==> src/rtl/mac_job_sequencer_if.sv <==
// Handshake bundle between the operand producer, the result consumer, mac_top
// and the job sequencer.
interface mac_job_sequencer_if #(
    parameter int unsigned DATA_W = 8,
    parameter int unsigned ACC_W  = 16,
    parameter int unsigned LEN_W  = 8
);
    logic              start;
    logic [LEN_W-1:0]  len;
    logic              abort;
    logic              busy;

    logic              in_valid;
    logic              in_ready;
    logic [DATA_W-1:0] in_a;
    logic [DATA_W-1:0] in_b;

    logic              mac_enable;
    logic              mac_clear;
    logic [DATA_W-1:0] mac_a;
    logic [DATA_W-1:0] mac_b;
    logic [ACC_W-1:0]  mac_result;
    logic              mac_overflow;

    logic              out_valid;
    logic              out_ready;
    logic [ACC_W-1:0]  out_result;
    logic              out_overflow;

    // Sequencer side.
    modport slave (
        input  start, len, abort, in_valid, in_a, in_b, mac_result, mac_overflow, out_ready,
        output busy, in_ready, mac_enable, mac_clear, mac_a, mac_b, out_valid, out_result,
        output out_overflow
    );

    // Environment side: producer, consumer and mac_top.
    modport master (
        output start, len, abort, in_valid, in_a, in_b, mac_result, mac_overflow, out_ready,
        input  busy, in_ready, mac_enable, mac_clear, mac_a, mac_b, out_valid, out_result,
        input  out_overflow
    );
endinterface

==> src/rtl/mac_job_sequencer.sv <==
// Runs dot-product jobs of programmable length through mac_top: clear, stream operands,
// drain the MAC pipeline, then hold result and sticky overflow until the consumer takes it.
module mac_job_sequencer #(
    parameter int unsigned DATA_W  = 8,
    parameter int unsigned ACC_W   = 16,
    parameter int unsigned LEN_W   = 8,
    parameter int unsigned MAC_LAT = 1
) (
    input logic              clk,
    input logic              rst,
    mac_job_sequencer_if.slave bus
);
    localparam int unsigned DrainW = (MAC_LAT > 1) ? $clog2(MAC_LAT) : 1;

    typedef enum logic [2:0] {StIdle, StClear, StAccum, StDrain, StOutput} state_e;

    state_e             state_q, state_d;
    logic [LEN_W-1:0]   cnt_q, cnt_d;
    logic [LEN_W-1:0]   len_q, len_d;
    logic [DrainW-1:0]  drain_q, drain_d;
    logic               ovf_q, ovf_d;
    logic [ACC_W-1:0]   res_q, res_d;
    logic               res_ovf_q, res_ovf_d;

    logic in_ready;
    logic xfer;
    logic abort_act;
    logic drain_done;

    // Abort and reset both withdraw in_ready so an offered pair is never half-accepted.
    assign in_ready   = (state_q == StAccum) && !bus.abort && !rst;
    assign xfer       = in_ready && bus.in_valid;
    assign abort_act  = bus.abort &&
                        (state_q == StClear || state_q == StAccum || state_q == StDrain);
    assign drain_done = (state_q == StDrain) && (drain_q == DrainW'(MAC_LAT - 1));

    always_comb begin
        state_d   = state_q;
        cnt_d     = cnt_q;
        len_d     = len_q;
        drain_d   = drain_q;
        ovf_d     = ovf_q;
        res_d     = res_q;
        res_ovf_d = res_ovf_q;
        if (abort_act) begin
            state_d = StIdle;
        end else begin
            unique case (state_q)
                StIdle: begin
                    if (bus.start) begin
                        if (bus.len != '0) begin
                            len_d   = bus.len;
                            cnt_d   = '0;
                            state_d = StClear;
                        end else begin
                            res_d     = '0;
                            res_ovf_d = 1'b0;
                            state_d   = StOutput;
                        end
                    end
                end
                StClear: begin
                    ovf_d   = 1'b0;
                    drain_d = '0;
                    state_d = StAccum;
                end
                StAccum: begin
                    ovf_d = ovf_q | bus.mac_overflow;
                    if (xfer) begin
                        cnt_d = cnt_q + LEN_W'(1);
                        if (cnt_q == len_q - LEN_W'(1)) begin
                            state_d = StDrain;
                        end
                    end
                end
                StDrain: begin
                    ovf_d   = ovf_q | bus.mac_overflow;
                    drain_d = drain_q + DrainW'(1);
                    if (drain_done) begin
                        res_d     = bus.mac_result;
                        res_ovf_d = ovf_q | bus.mac_overflow;
                        state_d   = StOutput;
                    end
                end
                StOutput: begin
                    if (bus.out_ready) begin
                        state_d = StIdle;
                    end
                end
                default: state_d = StIdle;
            endcase
        end
    end

    always_ff @(posedge clk) begin
        if (rst) begin
            state_q   <= StIdle;
            cnt_q     <= '0;
            len_q     <= '0;
            drain_q   <= '0;
            ovf_q     <= 1'b0;
            res_q     <= '0;
            res_ovf_q <= 1'b0;
        end else begin
            state_q   <= state_d;
            cnt_q     <= cnt_d;
            len_q     <= len_d;
            drain_q   <= drain_d;
            ovf_q     <= ovf_d;
            res_q     <= res_d;
            res_ovf_q <= res_ovf_d;
        end
    end

    assign bus.busy         = (state_q != StIdle) && !rst;
    assign bus.in_ready     = in_ready;
    assign bus.mac_enable   = xfer;
    assign bus.mac_clear    = rst || (state_q == StClear) || abort_act;
    assign bus.mac_a        = bus.in_a[DATA_W-1:0];
    assign bus.mac_b        = bus.in_b[DATA_W-1:0];
    assign bus.out_valid    = (state_q == StOutput) && !rst;
    assign bus.out_result   = res_q;
    assign bus.out_overflow = res_ovf_q;
endmodule

==> src/flat_wrapper.sv <==
// flat-port wrapper written by rule: the top's interface ports become plain ports
module mac_job_sequencer_flat 
#(
    parameter int unsigned DATA_W  = 8,
    parameter int unsigned ACC_W   = 16,
    parameter int unsigned LEN_W   = 8,
    parameter int unsigned MAC_LAT = 1
)
  (clk, rst, bus_start, bus_len, bus_abort, bus_in_valid, bus_in_a, bus_in_b, bus_mac_result, bus_mac_overflow, bus_out_ready, bus_busy, bus_in_ready, bus_mac_enable, bus_mac_clear, bus_mac_a, bus_mac_b, bus_out_valid, bus_out_result, bus_out_overflow);
  mac_job_sequencer_if #(.DATA_W(DATA_W), .ACC_W(ACC_W), .LEN_W(LEN_W)) bus_i ();
  input logic clk;
  input logic rst;
  input wire logic [$bits(bus_i.start)-1:0] bus_start;
  input wire logic [$bits(bus_i.len)-1:0] bus_len;
  input wire logic [$bits(bus_i.abort)-1:0] bus_abort;
  input wire logic [$bits(bus_i.in_valid)-1:0] bus_in_valid;
  input wire logic [$bits(bus_i.in_a)-1:0] bus_in_a;
  input wire logic [$bits(bus_i.in_b)-1:0] bus_in_b;
  input wire logic [$bits(bus_i.mac_result)-1:0] bus_mac_result;
  input wire logic [$bits(bus_i.mac_overflow)-1:0] bus_mac_overflow;
  input wire logic [$bits(bus_i.out_ready)-1:0] bus_out_ready;
  output wire logic [$bits(bus_i.busy)-1:0] bus_busy;
  output wire logic [$bits(bus_i.in_ready)-1:0] bus_in_ready;
  output wire logic [$bits(bus_i.mac_enable)-1:0] bus_mac_enable;
  output wire logic [$bits(bus_i.mac_clear)-1:0] bus_mac_clear;
  output wire logic [$bits(bus_i.mac_a)-1:0] bus_mac_a;
  output wire logic [$bits(bus_i.mac_b)-1:0] bus_mac_b;
  output wire logic [$bits(bus_i.out_valid)-1:0] bus_out_valid;
  output wire logic [$bits(bus_i.out_result)-1:0] bus_out_result;
  output wire logic [$bits(bus_i.out_overflow)-1:0] bus_out_overflow;
  assign bus_i.start = bus_start;
  assign bus_i.len = bus_len;
  assign bus_i.abort = bus_abort;
  assign bus_i.in_valid = bus_in_valid;
  assign bus_i.in_a = bus_in_a;
  assign bus_i.in_b = bus_in_b;
  assign bus_i.mac_result = bus_mac_result;
  assign bus_i.mac_overflow = bus_mac_overflow;
  assign bus_i.out_ready = bus_out_ready;
  assign bus_busy = bus_i.busy;
  assign bus_in_ready = bus_i.in_ready;
  assign bus_mac_enable = bus_i.mac_enable;
  assign bus_mac_clear = bus_i.mac_clear;
  assign bus_mac_a = bus_i.mac_a;
  assign bus_mac_b = bus_i.mac_b;
  assign bus_out_valid = bus_i.out_valid;
  assign bus_out_result = bus_i.out_result;
  assign bus_out_overflow = bus_i.out_overflow;
  mac_job_sequencer #(.DATA_W(DATA_W), .ACC_W(ACC_W), .LEN_W(LEN_W), .MAC_LAT(MAC_LAT)) u_core (.clk(clk), .rst(rst), .bus(bus_i));
endmodule
==> config.mk <==
export PLATFORM = sky130hd
export DESIGN_NAME = mac_job_sequencer_flat
export DESIGN_NICKNAME = d
export VERILOG_FILES = /design/src/rtl/mac_job_sequencer_if.sv /design/src/rtl/mac_job_sequencer.sv /design/src/flat_wrapper.sv
export SDC_FILE = /design/constraint.sdc
export NUM_CORES = 1
export LEC_CHECK = 0
export ABC_AREA = 0
export ABC_CLOCK_PERIOD_IN_PS = 1750
export CELL_PAD_IN_SITES_DETAIL_PLACEMENT = 1
export CELL_PAD_IN_SITES_GLOBAL_PLACEMENT = 1
export CORE_MARGIN = 5
export CORE_UTILIZATION = 27
export CTS_CLUSTER_DIAMETER = 80
export DETAILED_ROUTE_END_ITERATION = 10
export GPL_TIMING_DRIVEN = 0
export PLACE_DENSITY = 0.79
export SLEW_MARGIN = 10
export SYNTH_ARGS = -nofsm -noshare
export SYNTH_HDL_FRONTEND = slang
export SYNTH_SLANG_ARGS = --single-unit
==> constraint.sdc <==
create_clock -name clk -period 1.75 [get_ports clk]
set_input_delay 0.35 -clock clk [delete_from_list [all_inputs] [get_ports clk]]
set_output_delay 0.35 -clock clk [all_outputs]
set_load 0.02 [all_outputs]
==> results.py <==
metrics = {
    "logic_synthesis": {
        "netlist.area_leader.share_pct": 37.4,
        "synthesis.nets": 306,
        "postSynthCellCount": 257,
        "netlist_area_um2": 2030,
        "synth_most_common_cell": "dfxtp_1",
        "synthTopCellsByArea": "dfxtp_1 37%, a21oi_1 7.9%, nand2_1 6.8%",
        "synth-seq-cells": 38,
        "yosysSeqAreaShare_pct": 37.4,
        "synth.distinct_cells": 44,
        "syn-mean-instance-area_um2": 7.92,
        "async_flop_share_pct": 0,
        "yosysTopAreaCell": "dfxtp_1",
        "ys.flop_type": "dfxtp_1",
        "ys_top_cells_by_count": "38 x dfxtp_1, 37 x nand2_1, 32 x a21oi_1, 25 x nand3_1, 17 x buf_4",
        "synth_edf_count": 0,
        "yosys_warnings": 0,
    },
    "cts": {
        "clk_pin_slew_worst_paths_ps": 80,
        "clk_latency_ps": 290,
        "clk_path_buf_depth": 2,
        "hold_buffers": 0,
        "h-tree-depth": 2,
        "cts.sinks": 38,
        "cts_buffers": 5,
        "cts_root_buf": "clkbuf_8",
        "cts_tree": "done",
    },
    "worst_setup_path": {
        "path_class": "reg -> reg",
        "start_kind": "flip-flop",
        "reg2regPathDepth": 8,
        "cp_common_cell": "buf_6",
        "required_ps": 1990,
        "cp_slowest_cell": "or3b_4",
        "worst-path-max-fanout": 6,
        "critical_path.cell_chain": "buf_6, or3b_4, o21ai_2, o22a_1, buf_6, nand4_1, or3_1, nand2_1",
        "worstPathArrival_ps": 2030,
        "cpPeakStageDelay_ps": 400,
        "end_kind": "flip-flop",
    },
    "routing": {
        "ant_nets": 0,
        "vias": 2154,
        "viasPerCell": 4.86,
        "drt_iter0_markers": 31,
        "first_pass_iters": 5,
        "post_drt_wl_per_cell_um": 15.3,
        "drc": 0,
        "wirelength_mm": 6.77,
    },
    "sta": {
        "max_freq_mhz": 558,
        "maxSlewHeadroom_pct": 64.8,
        "finalCriticalPeriod_ps": 1790,
        "finClkSkew_ps": 6.40,
        "hold_viol_final": 0,
        "worst_pin_slew_ps": 528,
        "drv_slew": 0,
        "rsz0062_at_grt": "yes",
        "fin_crit_sh_pct": 102,
        "fin_setup_tns_ps": -76.0,
        "setup_violations": 2,
        "finalWorstSetupSlack_ps": -42.9,
    },
    "floorplanning": {
        "dieArea_um2": 9370,
        "num_io_pins": 85,
        "num_rows": 31,
        "start_util_pct": 27.9,
        "coreArea_um2": 7290,
        "fp.dieW_um": 96.8,
        "die_y_um": 96.8,
    },
    "pwr": {
        "peakVddDrop_mv": 0.328,
        "seqPwrFrac_pct": 44.9,
        "p_per_area_nw_per_um2": 649,
        "clockPowerShare_pct": 31.6,
        "combPwrFrac_pct": 23.6,
        "sw_frac_of_total_pct": 29.0,
        "power.internal_mw": 1.45,
        "p_leak_nw": 1.17,
        "p_sw_mw": 0.591,
    },
    "layout": {
        "instances_no_fill": 443,
        "stdcell_area_um2": 3140,
        "area_growth_pct": 54.3,
        "drive_gt1_share_pct": 23.3,
        "insertedDiodeCount": 0,
        "post-route-util_pct": 43.1,
        "final_net_count": 392,
    },
    "placement": {
        "dp.cells": 423,
        "portBuffers": 67,
        "post-dp-hpwl_mm": 5.00,
        "placedInstanceArea_um2": 2850,
        "place.gp.congestion": 0.758,
    },
    "run_status": {
        "status": "finished, violations left",
        "violations": "negative setup slack",
    },
    "worst_hold_path": {
        "worst_hold_path.num_cells": 4,
        "min_path_type": "in -> reg",
    },
    "global_route": {
        "grt.overflow.total": 0,
        "grt_max_degree": 13,
        "grt_pass1_wl_mm": 11.3,
        "antenna_found_initial": 0,
        "grt_pass1_vias": 2350,
        "grt_use_total_pct": 14.5,
    },
    "job": {
        "drv_cap": 0,
    },
}
path summary, 6_finish.rpt:
| check | slack [ps] | startpoint | endpoint |
|---|---|---|---|
| min | 390 | rst | u_core.state_q[2] |
| max | -40 | u_core.state_q[0] | u_core.cnt_q[7] |
| max reg2reg | -40 | u_core.state_q[0] | u_core.cnt_q[7] |
| min reg2reg | 450 | u_core.bus.out_result[1] | u_core.bus.out_result[1] |
registers in the layout (all words and copies together), names as in the netlist:
name / count
u_core.bus.out_overflow: 1
u_core.state_q: 3
u_core.len_q: 8
u_core.ovf_q: 1
u_core.cnt_q: 8
u_core.bus.out_result: 16
u_core.drain_q: 1
final cells by class:
cell class,instances,area [um2]
Tap cell,99,124
Fill cell,923,4150
Inverter,4,15.0
Clock buffer,6,82.6
Buffer,32,245
Multi-Input combinational cell,183,1160
Timing Repair Buffer,79,729
Sequential cell,38,773
Clock inverter,2,12.5
power groups by stage:
stage | Clock [mW] | Combinational, mW | Sequential [mW]
after floorplan | 0 | 0.263 | 0.925
after global placement | 0 | 0.422 | 0.930
after detailed placement | 0 | 0.434 | 0.932
after CTS | 0.662 | 0.477 | 0.915
after global routing | 0.702 | 0.520 | 0.918
final | 0.644 | 0.480 | 0.915
what timing repair did:
| action | in CTS | in global routing |
|---|---|---|
| cloned | 2 | 0 |
| pin swaps | 16 | 4 |
| endpoints found under the hold margin | 0 | 0 |
| setup endpoints to repair | 40 | 35 |
| resized for setup | 60 | 18 |
| buffers inserted | 9 | 1 |
worst max-delay path, delay by kind of cell, from the launching register on:
kind	cells	cell delay [ps]
AOI/OAI and AO/OA	2	220
buffers and inverters	2	240
DFF	1	350
and+or+nand+nor	4	930
layer usage:
layer | global-route usage [%] | vias up | share of wire, % | wire length (um)
met5 | 0 | - | 0 | 0
met4 | 4.97 | 0 | 2.5 | 168
met3 | 4.17 | 12 | 5.2 | 352
met2 | 26.1 | 58 | 51 | 3470
met1 | 16.1 | 1037 | 41 | 2780
li1 | - | 1047 | - | -
cell families after synthesis:
group | synth area share [%]
AOI/OAI and AO/OA | 14.8
xor gates and xnor gates | 5.60
buffers and inverters | 11.0
and+or+nand+nor | 28.4
muxes | 1.54
DFF | 37.4
adders and majority gates | 1.23
stage by stage:
| step | worst slack, ps | power (mW) | hold slack [ps] |
|---|---|---|---|
| 2_1_floorplan | -16.8 | 1.19 | 448 |
| 3_3_place_gp | -767 | 1.35 | 437 |
| 3_5_place_dp | -800 | 1.37 | 446 |
| 4_1_cts | -122 | 2.05 | 380 |
| 5_1_grt | -138 | 2.14 | 400 |
| 6_report | -42.9 | 2.04 | 393 |
cells in the final DEF, fill, tap and decap left out, types with 3 or more instances in the layout:
| cell type | netlist | routed |
|---|---|---|
| clkdlybuf4s50_1 | 0 | 52 |
| inv_1 | 4 | 3 |
| buf_2 | 2 | 4 |
| dfxtp_1 | 38 | 32 |
| xnor2_1 | 4 | 4 |
| buf_6 | 3 | 6 |
| nor2_1 | 15 | 12 |
| clkbuf_2 | 0 | 3 |
| a21oi_2 | 0 | 3 |
| nand4_1 | 7 | 7 |
| nor3_1 | 4 | 3 |
| nor2_2 | 0 | 3 |
| nand3b_1 | 3 | 3 |
| nand3_1 | 25 | 25 |
| dfxtp_2 | 0 | 4 |
| a21oi_1 | 32 | 29 |
| nor3_4 | 1 | 3 |
| nand2b_1 | 6 | 6 |
| xor2_1 | 9 | 9 |
| buf_4 | 17 | 29 |
| clkbuf_8 | 0 | 8 |
| or3_1 | 3 | 3 |
| nand2_1 | 37 | 36 |
| dlygate4sd2_1 | 0 | 10 |
| clkbuf_1 | 10 | 5 |
(Power assumes the default switching activity.)
